### src/rtl/position_tracker_quad_if.sv
// Stream bundle for the quadrature position tracker: sample stream in, position stream out.
// The slave modport is the tracker's view and the master modport is the environment's view.
interface position_tracker_quad_if #(
  parameter int AXIS_TDATA_WIDTH = 32,
  parameter int POSITION_WIDTH   = 32
);
  logic                        S_AXIS_tvalid;
  logic [AXIS_TDATA_WIDTH-1:0] S_AXIS_tdata;
  logic                        S_AXIS_tready;
  logic                        M_AXIS_tvalid;
  logic [POSITION_WIDTH-1:0]   M_AXIS_tdata;
  logic                        M_AXIS_tready;

  modport slave (
    input  S_AXIS_tvalid, S_AXIS_tdata, M_AXIS_tready,
    output S_AXIS_tready, M_AXIS_tvalid, M_AXIS_tdata
  );

  modport master (
    output S_AXIS_tvalid, S_AXIS_tdata, M_AXIS_tready,
    input  S_AXIS_tready, M_AXIS_tvalid, M_AXIS_tdata
  );
endinterface

### src/rtl/position_tracker_quad.sv
// Quadrature decoder: per-channel hysteresis slicers on signed A/B samples feed an x1/x4
// position counter with a saturating illegal-transition counter and a latest-wins output.
module position_tracker_quad #(
  parameter int AXIS_TDATA_WIDTH = 32,
  parameter int POSITION_WIDTH   = 32,
  parameter int ERR_WIDTH        = 16
) (
  input  logic                                 SYS_aclk,
  input  logic                                 SYS_aresetn,
  input  logic signed [AXIS_TDATA_WIDTH/2-1:0] FC_lower_threshold,
  input  logic signed [AXIS_TDATA_WIDTH/2-1:0] FC_upper_threshold,
  input  logic                                 FC_mode,
  input  logic                                 FC_clear,
  position_tracker_quad_if.slave               axis,
  output logic [ERR_WIDTH-1:0]                 ST_error_count
);
  localparam int HW = AXIS_TDATA_WIDTH / 2;
  localparam logic signed [POSITION_WIDTH-1:0] POS_ONE = 1;
  localparam logic [ERR_WIDTH-1:0]             ERR_ONE = 1;

  typedef enum logic [1:0] {
    ST_IDLE = 2'd0,
    ST_LOW  = 2'd1,
    ST_HIGH = 2'd2
  } ch_state_t;

  ch_state_t                   a_state_q, a_state_d;
  ch_state_t                   b_state_q, b_state_d;
  logic signed [POSITION_WIDTH-1:0] pos_q, pos_d;
  logic [ERR_WIDTH-1:0]        err_q, err_d;
  logic                        tvalid_q, tvalid_d;

  logic signed [HW-1:0]        a_smp, b_smp;
  logic                        accept;
  logic                        thr_ok;
  logic                        inc, dec, illegal;

  function automatic ch_state_t ch_next(input ch_state_t cur, input logic signed [HW-1:0] x,
                                        input logic signed [HW-1:0] lo,
                                        input logic signed [HW-1:0] up);
    ch_state_t nxt;
    nxt = cur;
    case (cur)
      ST_IDLE: begin
        if (x < lo)      nxt = ST_LOW;
        else if (x > up) nxt = ST_HIGH;
      end
      ST_LOW:  if (x > up) nxt = ST_HIGH;
      ST_HIGH: if (x < lo) nxt = ST_LOW;
      default: nxt = ST_IDLE;
    endcase
    return nxt;
  endfunction

  function automatic logic [ERR_WIDTH-1:0] sat_inc(input logic [ERR_WIDTH-1:0] v);
    return (&v) ? v : v + ERR_ONE;
  endfunction

  assign a_smp  = $signed(axis.S_AXIS_tdata[HW-1:0]);
  assign b_smp  = $signed(axis.S_AXIS_tdata[AXIS_TDATA_WIDTH-1:HW]);
  assign accept = axis.S_AXIS_tvalid;
  // An inverted threshold window freezes both slicers rather than letting them chatter.
  assign thr_ok = (FC_lower_threshold <= FC_upper_threshold);

  always_ff @(posedge SYS_aclk or negedge SYS_aresetn) begin
    if (!SYS_aresetn) begin
      a_state_q <= ST_IDLE;
      b_state_q <= ST_IDLE;
      pos_q     <= '0;
      err_q     <= '0;
      tvalid_q  <= 1'b0;
    end else begin
      a_state_q <= a_state_d;
      b_state_q <= b_state_d;
      pos_q     <= pos_d;
      err_q     <= err_d;
      tvalid_q  <= tvalid_d;
    end
  end

  always_comb begin
    a_state_d = a_state_q;
    b_state_d = b_state_q;
    if (accept && thr_ok) begin
      a_state_d = ch_next(a_state_q, a_smp, FC_lower_threshold, FC_upper_threshold);
      b_state_d = ch_next(b_state_q, b_smp, FC_lower_threshold, FC_upper_threshold);
    end
  end

  always_comb begin
    inc     = 1'b0;
    dec     = 1'b0;
    illegal = 1'b0;
    // Events are judged on pre-update states, so a channel leaving IDLE never counts.
    if (accept && (a_state_q != ST_IDLE) && (b_state_q != ST_IDLE)) begin
      if (!FC_mode) begin
        if ((a_state_q == ST_HIGH) && (a_state_d == ST_LOW)) begin
          inc = (b_state_q == ST_HIGH);
          dec = (b_state_q == ST_LOW);
        end
      end else begin
        case ({a_state_q == ST_HIGH, b_state_q == ST_HIGH,
               a_state_d == ST_HIGH, b_state_d == ST_HIGH})
          4'b0010, 4'b1011, 4'b1101, 4'b0100: inc     = 1'b1;
          4'b1000, 4'b1110, 4'b0111, 4'b0001: dec     = 1'b1;
          4'b0011, 4'b1100, 4'b1001, 4'b0110: illegal = 1'b1;
          default: ;
        endcase
      end
    end

    pos_d = pos_q;
    err_d = err_q;
    if (FC_clear) begin
      pos_d = '0;
      err_d = '0;
    end else begin
      if (inc)      pos_d = pos_q + POS_ONE;
      else if (dec) pos_d = pos_q - POS_ONE;
      if (illegal)  err_d = sat_inc(err_q);
    end

    // Latest position wins: a fresh change keeps valid up even if the old one was never taken.
    if (pos_d != pos_q)           tvalid_d = 1'b1;
    else if (axis.M_AXIS_tready)  tvalid_d = 1'b0;
    else                          tvalid_d = tvalid_q;
  end

  assign axis.S_AXIS_tready = 1'b1;
  assign axis.M_AXIS_tvalid = tvalid_q;
  assign axis.M_AXIS_tdata  = pos_q;
  assign ST_error_count     = err_q;
endmodule

### src/flat_wrapper.sv
// flat-port wrapper written by rule: the top's interface ports become plain ports
module position_tracker_quad_flat 
#(
  parameter int AXIS_TDATA_WIDTH = 32,
  parameter int POSITION_WIDTH   = 32,
  parameter int ERR_WIDTH        = 16
)
  (SYS_aclk, SYS_aresetn, FC_lower_threshold, FC_upper_threshold, FC_mode, FC_clear, ST_error_count, axis_S_AXIS_tvalid, axis_S_AXIS_tdata, axis_M_AXIS_tready, axis_S_AXIS_tready, axis_M_AXIS_tvalid, axis_M_AXIS_tdata);
  position_tracker_quad_if #(.AXIS_TDATA_WIDTH(AXIS_TDATA_WIDTH), .POSITION_WIDTH(POSITION_WIDTH)) axis_i ();
  input  logic SYS_aclk;
  input  logic SYS_aresetn;
  input  logic signed [AXIS_TDATA_WIDTH/2-1:0] FC_lower_threshold;
  input  logic signed [AXIS_TDATA_WIDTH/2-1:0] FC_upper_threshold;
  input  logic FC_mode;
  input  logic FC_clear;
  output logic [ERR_WIDTH-1:0] ST_error_count;
  input wire logic [$bits(axis_i.S_AXIS_tvalid)-1:0] axis_S_AXIS_tvalid;
  input wire logic [$bits(axis_i.S_AXIS_tdata)-1:0] axis_S_AXIS_tdata;
  input wire logic [$bits(axis_i.M_AXIS_tready)-1:0] axis_M_AXIS_tready;
  output wire logic [$bits(axis_i.S_AXIS_tready)-1:0] axis_S_AXIS_tready;
  output wire logic [$bits(axis_i.M_AXIS_tvalid)-1:0] axis_M_AXIS_tvalid;
  output wire logic [$bits(axis_i.M_AXIS_tdata)-1:0] axis_M_AXIS_tdata;
  assign axis_i.S_AXIS_tvalid = axis_S_AXIS_tvalid;
  assign axis_i.S_AXIS_tdata = axis_S_AXIS_tdata;
  assign axis_i.M_AXIS_tready = axis_M_AXIS_tready;
  assign axis_S_AXIS_tready = axis_i.S_AXIS_tready;
  assign axis_M_AXIS_tvalid = axis_i.M_AXIS_tvalid;
  assign axis_M_AXIS_tdata = axis_i.M_AXIS_tdata;
  position_tracker_quad #(.AXIS_TDATA_WIDTH(AXIS_TDATA_WIDTH), .POSITION_WIDTH(POSITION_WIDTH), .ERR_WIDTH(ERR_WIDTH)) u_core (.SYS_aclk(SYS_aclk), .SYS_aresetn(SYS_aresetn), .FC_lower_threshold(FC_lower_threshold), .FC_upper_threshold(FC_upper_threshold), .FC_mode(FC_mode), .FC_clear(FC_clear), .axis(axis_i), .ST_error_count(ST_error_count));
endmodule
### config.mk
export PLATFORM = sky130hd
export DESIGN_NAME = position_tracker_quad_flat
export DESIGN_NICKNAME = d
export VERILOG_FILES = /design/src/rtl/position_tracker_quad_if.sv /design/src/rtl/position_tracker_quad.sv /design/src/flat_wrapper.sv
export SDC_FILE = /design/constraint.sdc
export NUM_CORES = 1
export LEC_CHECK = 0
export ABC_AREA = 1
export ABC_CLOCK_PERIOD_IN_PS = 3100
export BUFFER_PORTS_ARGS = -buffer_cell sky130_fd_sc_hd__buf_2
export CAP_MARGIN = 20
export CELL_PAD_IN_SITES_DETAIL_PLACEMENT = 0
export CELL_PAD_IN_SITES_GLOBAL_PLACEMENT = 1
export CORE_ASPECT_RATIO = 0.8
export CORE_MARGIN = 2
export CORE_UTILIZATION = 41
export CTS_BUF_LIST = sky130_fd_sc_hd__clkbuf_8
export CTS_CLUSTER_DIAMETER = 100
export CTS_CLUSTER_SIZE = 12
export DETAILED_ROUTE_END_ITERATION = 12
export PLACE_DENSITY_LB_ADDON = 0.1
export SLEW_MARGIN = 20
export SYNTH_ARGS = -nofsm -noshare
export SYNTH_HDL_FRONTEND = slang
export SYNTH_SLANG_ARGS = --single-unit
### constraint.sdc
create_clock -name SYS_aclk -period 3.1 [get_ports SYS_aclk]
set_input_delay 0.155 -clock SYS_aclk [delete_from_list [all_inputs] [get_ports SYS_aclk]]
set_output_delay 0.155 -clock SYS_aclk [all_outputs]
set_load 0.01 [all_outputs]
==> impl_results.md <==
* Remaining DRCs at 0
* Arrival time of the worst setup path at 3.09 ns
* Final Wtd Congestion at about 0.87
* Number of max-cap violations at 0
* Worst-path fanout max at 5
* Core Footprint at 14200 µm²
* Drt initial violations at ~390
* Global-route wire length before repair at roughly 29000 µm
* Buffer levels on the longest clock path at 2
* Level count of the clock H-tree at 2
* Final Slew Violations at 0
* Total instance count after detailed placement at between 1000 and 1500
* Delay-heaviest family, CP: simple AND/OR/NAND/NOR gates
* Post-synthesis sequential area ratio at 22.3%
* Synthesized instance count at roughly 900
* Netlist cell types at 50
* Minimum clock period at about 2.8 ns
* Worst R2R Path Depth at 17
* Worst hold path cell count at 4
* Vias/cell at about 5.0
* Number of failing hold endpoints at the final stage at 0
* Worst r2r src: u_core.axis.M_AXIS_tdata[1]
* Antenna Cells at 0
* Standard-cell row count at 39
* Effective utilization at floorplan at a little over two fifths
* FF-to-FF setup slack at between 0.2 and 0.3 ns
* Crit path kind: reg2reg
* Boundary pin count at 120
* Setup Skew at 0.0160 ns
* Maximum number of pins on one net before global-route repair at between 40 and 50
* Total number of vias at between 6000 and 7000
* Most frequent cells after synthesis: nand2_1, inv_1, nor2_1
* Actual transition at the worst max-transition pin at around 0.71 ns
* WL/cell at 13.4 µm
* Number of enable flip-flop cells after synthesis at 0
* Cell at the slowest stage of the critical path: dfrtp_2
* Clock sink total at 53
* Largest area contributor in the synthesized netlist: dfrtp_1
* Grt ovf at 0
* Die Area at between 15000 and 20000 µm²
* CP cell instances: ha_1 > nand2_1 > nor2_1 > inv_1 > nor2_1 > nand3_1 > nor2_1 > nand2_1 > nor3_2 > nand3_1 > nor2_2 > nand4_1 > o211ai_1 > nand3_2 > buf_4 > a21oi_1 > o21a_1
* Die extent in x at 139 µm
* Highest cell delay on the worst timing path at about 0.42 ns
* Most Frequent Cell on Critical Path: nor2_1
* Clock insertion delay at the later pin of the skew report at ~0.32 ns
* WP buf/inv at 2
* Non-filler cells, final at about 1300
* Most numerous cell in the Yosys netlist: nand2_1
* Iteration count of the initial detailed-routing pass at 5
* Status: completed
* Total wire length at between 15000 and 20000 µm
* Required arrival time at the worst endpoint at between 3 and 4 ns
* Number of nets in the layout at roughly 1200
* Filler Cell Count at 1503
* Hold Crit Class: in2reg
* Share of final-layout standard cells stronger than drive strength 1 at between 20% and 30%
* Leak pwr at slightly above 4 nW
* Global Route Usage Sum at around 22%
* Area growth from synthesis to layout at 23.4%
* Number of antenna violations at the first check in global routing at 1
* Highest clock rate at about 350 MHz
* Max-slew headroom at the worst pin at ~53%
* Top_reg_cell synth: dfrtp_1
* Number of input and output port buffers inserted at between 100 and 150
* Crit share post-route at between 90% and 100%
* Endpoint kind of the worst setup timing path: flop
* DP Area at between 7000 and 8000 µm²
* Synth Net Count at approximately 1100
* Synth area leaders: dfrtp_1, ha_1, nand2_1
* Cell at the root of the clock tree: clkbuf_8
* End of the worst hold path: u_core.a_state_q[0]
* TritonCTS clock tree: yes
* Die Y at between 100 and 150 µm
* Total half-perimeter wirelength after legalization and detailed placement at 13800 µm
* Worst-case setup slack after placement at -0.109 ns
* Vias in the first global route at roughly 6000
* Clock edge transition at the registers on the reported setup and hold paths at approximately 0.11 ns
* #FFs+latches synth at 53
* Share of the synthesized area in the top cell type at ~22%
* Hold Startpoint: axis_S_AXIS_tvalid
* # setup viols final at 0
* Syn Area/Cell at 6.60 µm²
* Worst VDD drop at between 0.3 and 0.4 mV
* Power density over cell area at ~500 nW/µm²
* CP Launch Type: flop
* Area of all placed cells without fillers at ~7300 µm²
* Worst Setup Slack, final at 0.275 ns
* Number of warnings printed during yosys synthesis at 0
* RSZ-0062 raised after global routing: no
* Cell area after synthesis at 5950 µm²
* Remaining number of nets flagged by the antenna check after routing at 0
* Ys async rst share at 100%
* Inserted Clock Buffers at 5
* Reg-to-Reg End: u_core.axis.M_AXIS_tdata[28]
## registers in the layout, indices dropped and copies added, names as in the netlist
| register | flops |
|---|---|
| u_core.axis.M_AXIS_tdata | 32 |
| u_core.ST_error_count | 16 |
| u_core.a_state_q | 2 |
| u_core.b_state_q | 2 |
| u_core.axis.M_AXIS_tvalid | 1 |
## what timing repair did
| action | CTS | global route |
|---|---|---|
| hold endpoints to repair | 0 | 40 |
| buffers inserted | 0 | 2 |
| gates resized for setup | 0 | 12 |
| hold buffers | 0 | 1 |
| setup endpoints to repair | 0 | 7 |
## power by group
| group | internal (W) | leakage [nW] | switching [W] | total (W) |
|---|---|---|---|---|
| Combinational | 0.000833 | 3.31 | 0.00130 | 0.00213 |
| Sequential | 0.000805 | 0.718 | 0.000209 | 0.00101 |
| Clock | 0.000261 | 0.0626 | 0.000243 | 0.000504 |
| Total | 0.00190 | 4.09 | 0.00175 | 0.00365 |
## metal layers
layer  GRT usage, %  part of all wire [%]
met1           35.3                    55
met2           32.5                    39
met3           3.40                   5.5
met4           2.42                  0.18
met5              0                 0.065
## kinds of logic after synthesis
family / share of synthesized area, %
flops: 22.3
xor+xnor: 0.147
buf+inv: 9.76
compound gates: 15.1
fa+ha+maj: 17.0
simple gates: 35.6
other cells: 0.0631
## cell type report
class                   count  area (µm²)  share of cell area [%]
inverters                 131         492                    6.70
clock buffers               6        82.6                    1.13
clock inverters             2        33.8                   0.460
well taps                 184         230                    3.14
multi-input cells         700        4060                    55.4
repair buffers            183        1110                    15.1
flip-flops and latches     53        1330                    18.1
## how the worst max path moves through the flow
stage               cells past startpoint                           end                   startpoint  slack, ns
CTS                                    17  u_core.axis.M_AXIS_tdata[28]  u_core.axis.M_AXIS_tdata[1]       0.16
global route                           27     u_core.axis.M_AXIS_tvalid       FC_upper_threshold[11]      0.007
floorplan                              27     u_core.axis.M_AXIS_tvalid       FC_upper_threshold[15]       0.54
global placement                       25     u_core.axis.M_AXIS_tvalid       FC_lower_threshold[11]      -0.09
detailed placement                     23     u_core.axis.M_AXIS_tvalid       FC_lower_threshold[11]      -0.11
finish                                 17  u_core.axis.M_AXIS_tdata[28]  u_core.axis.M_AXIS_tdata[1]       0.28
## tightest hold or removal path: stages
cell and delay, ns:
buf_2 0.12, nand2_4 0.09, nand2_1 0.08, nand2_2 0.07
## through the flow
| stage | TNS [ns] | util, % | hold WS [ns] | total power (W) |
|---|---|---|---|---|
| 2_1_floorplan | 0 | - | -0.141 | 0.00238 |
| 3_3_place_gp | -0.195 | 50.2 | 0.371 | 0.00311 |
| 3_5_place_dp | -0.181 | 50.2 | 0.380 | 0.00310 |
| 4_1_cts | 0 | 51.0 | 0.0166 | 0.00363 |
| 5_1_grt | 0 | 51.5 | 0.236 | 0.00401 |
| 6_report | 0 | 51.5 | 0.242 | 0.00365 |
## placed cells by master (no fill, tap or decap), types with 5 or more instances in the layout
cell type,instances
o21bai_1,5
a21oi_1,72
nand2_2,10
o21ai_0,37
dfrtp_1,51
nand3_2,7
nor3_1,13
nor4_1,8
nand3_1,54
nand4_1,25
nor2_1,95
nor3_2,6
inv_2,5
clkbuf_8,6
nor2_2,9
o21a_1,6
nand2_4,7
buf_4,63
nand2_1,216
inv_1,127
o21ai_1,14
ha_1,81
buf_2,117
Note: power is estimated with default switching activity, not from simulation.
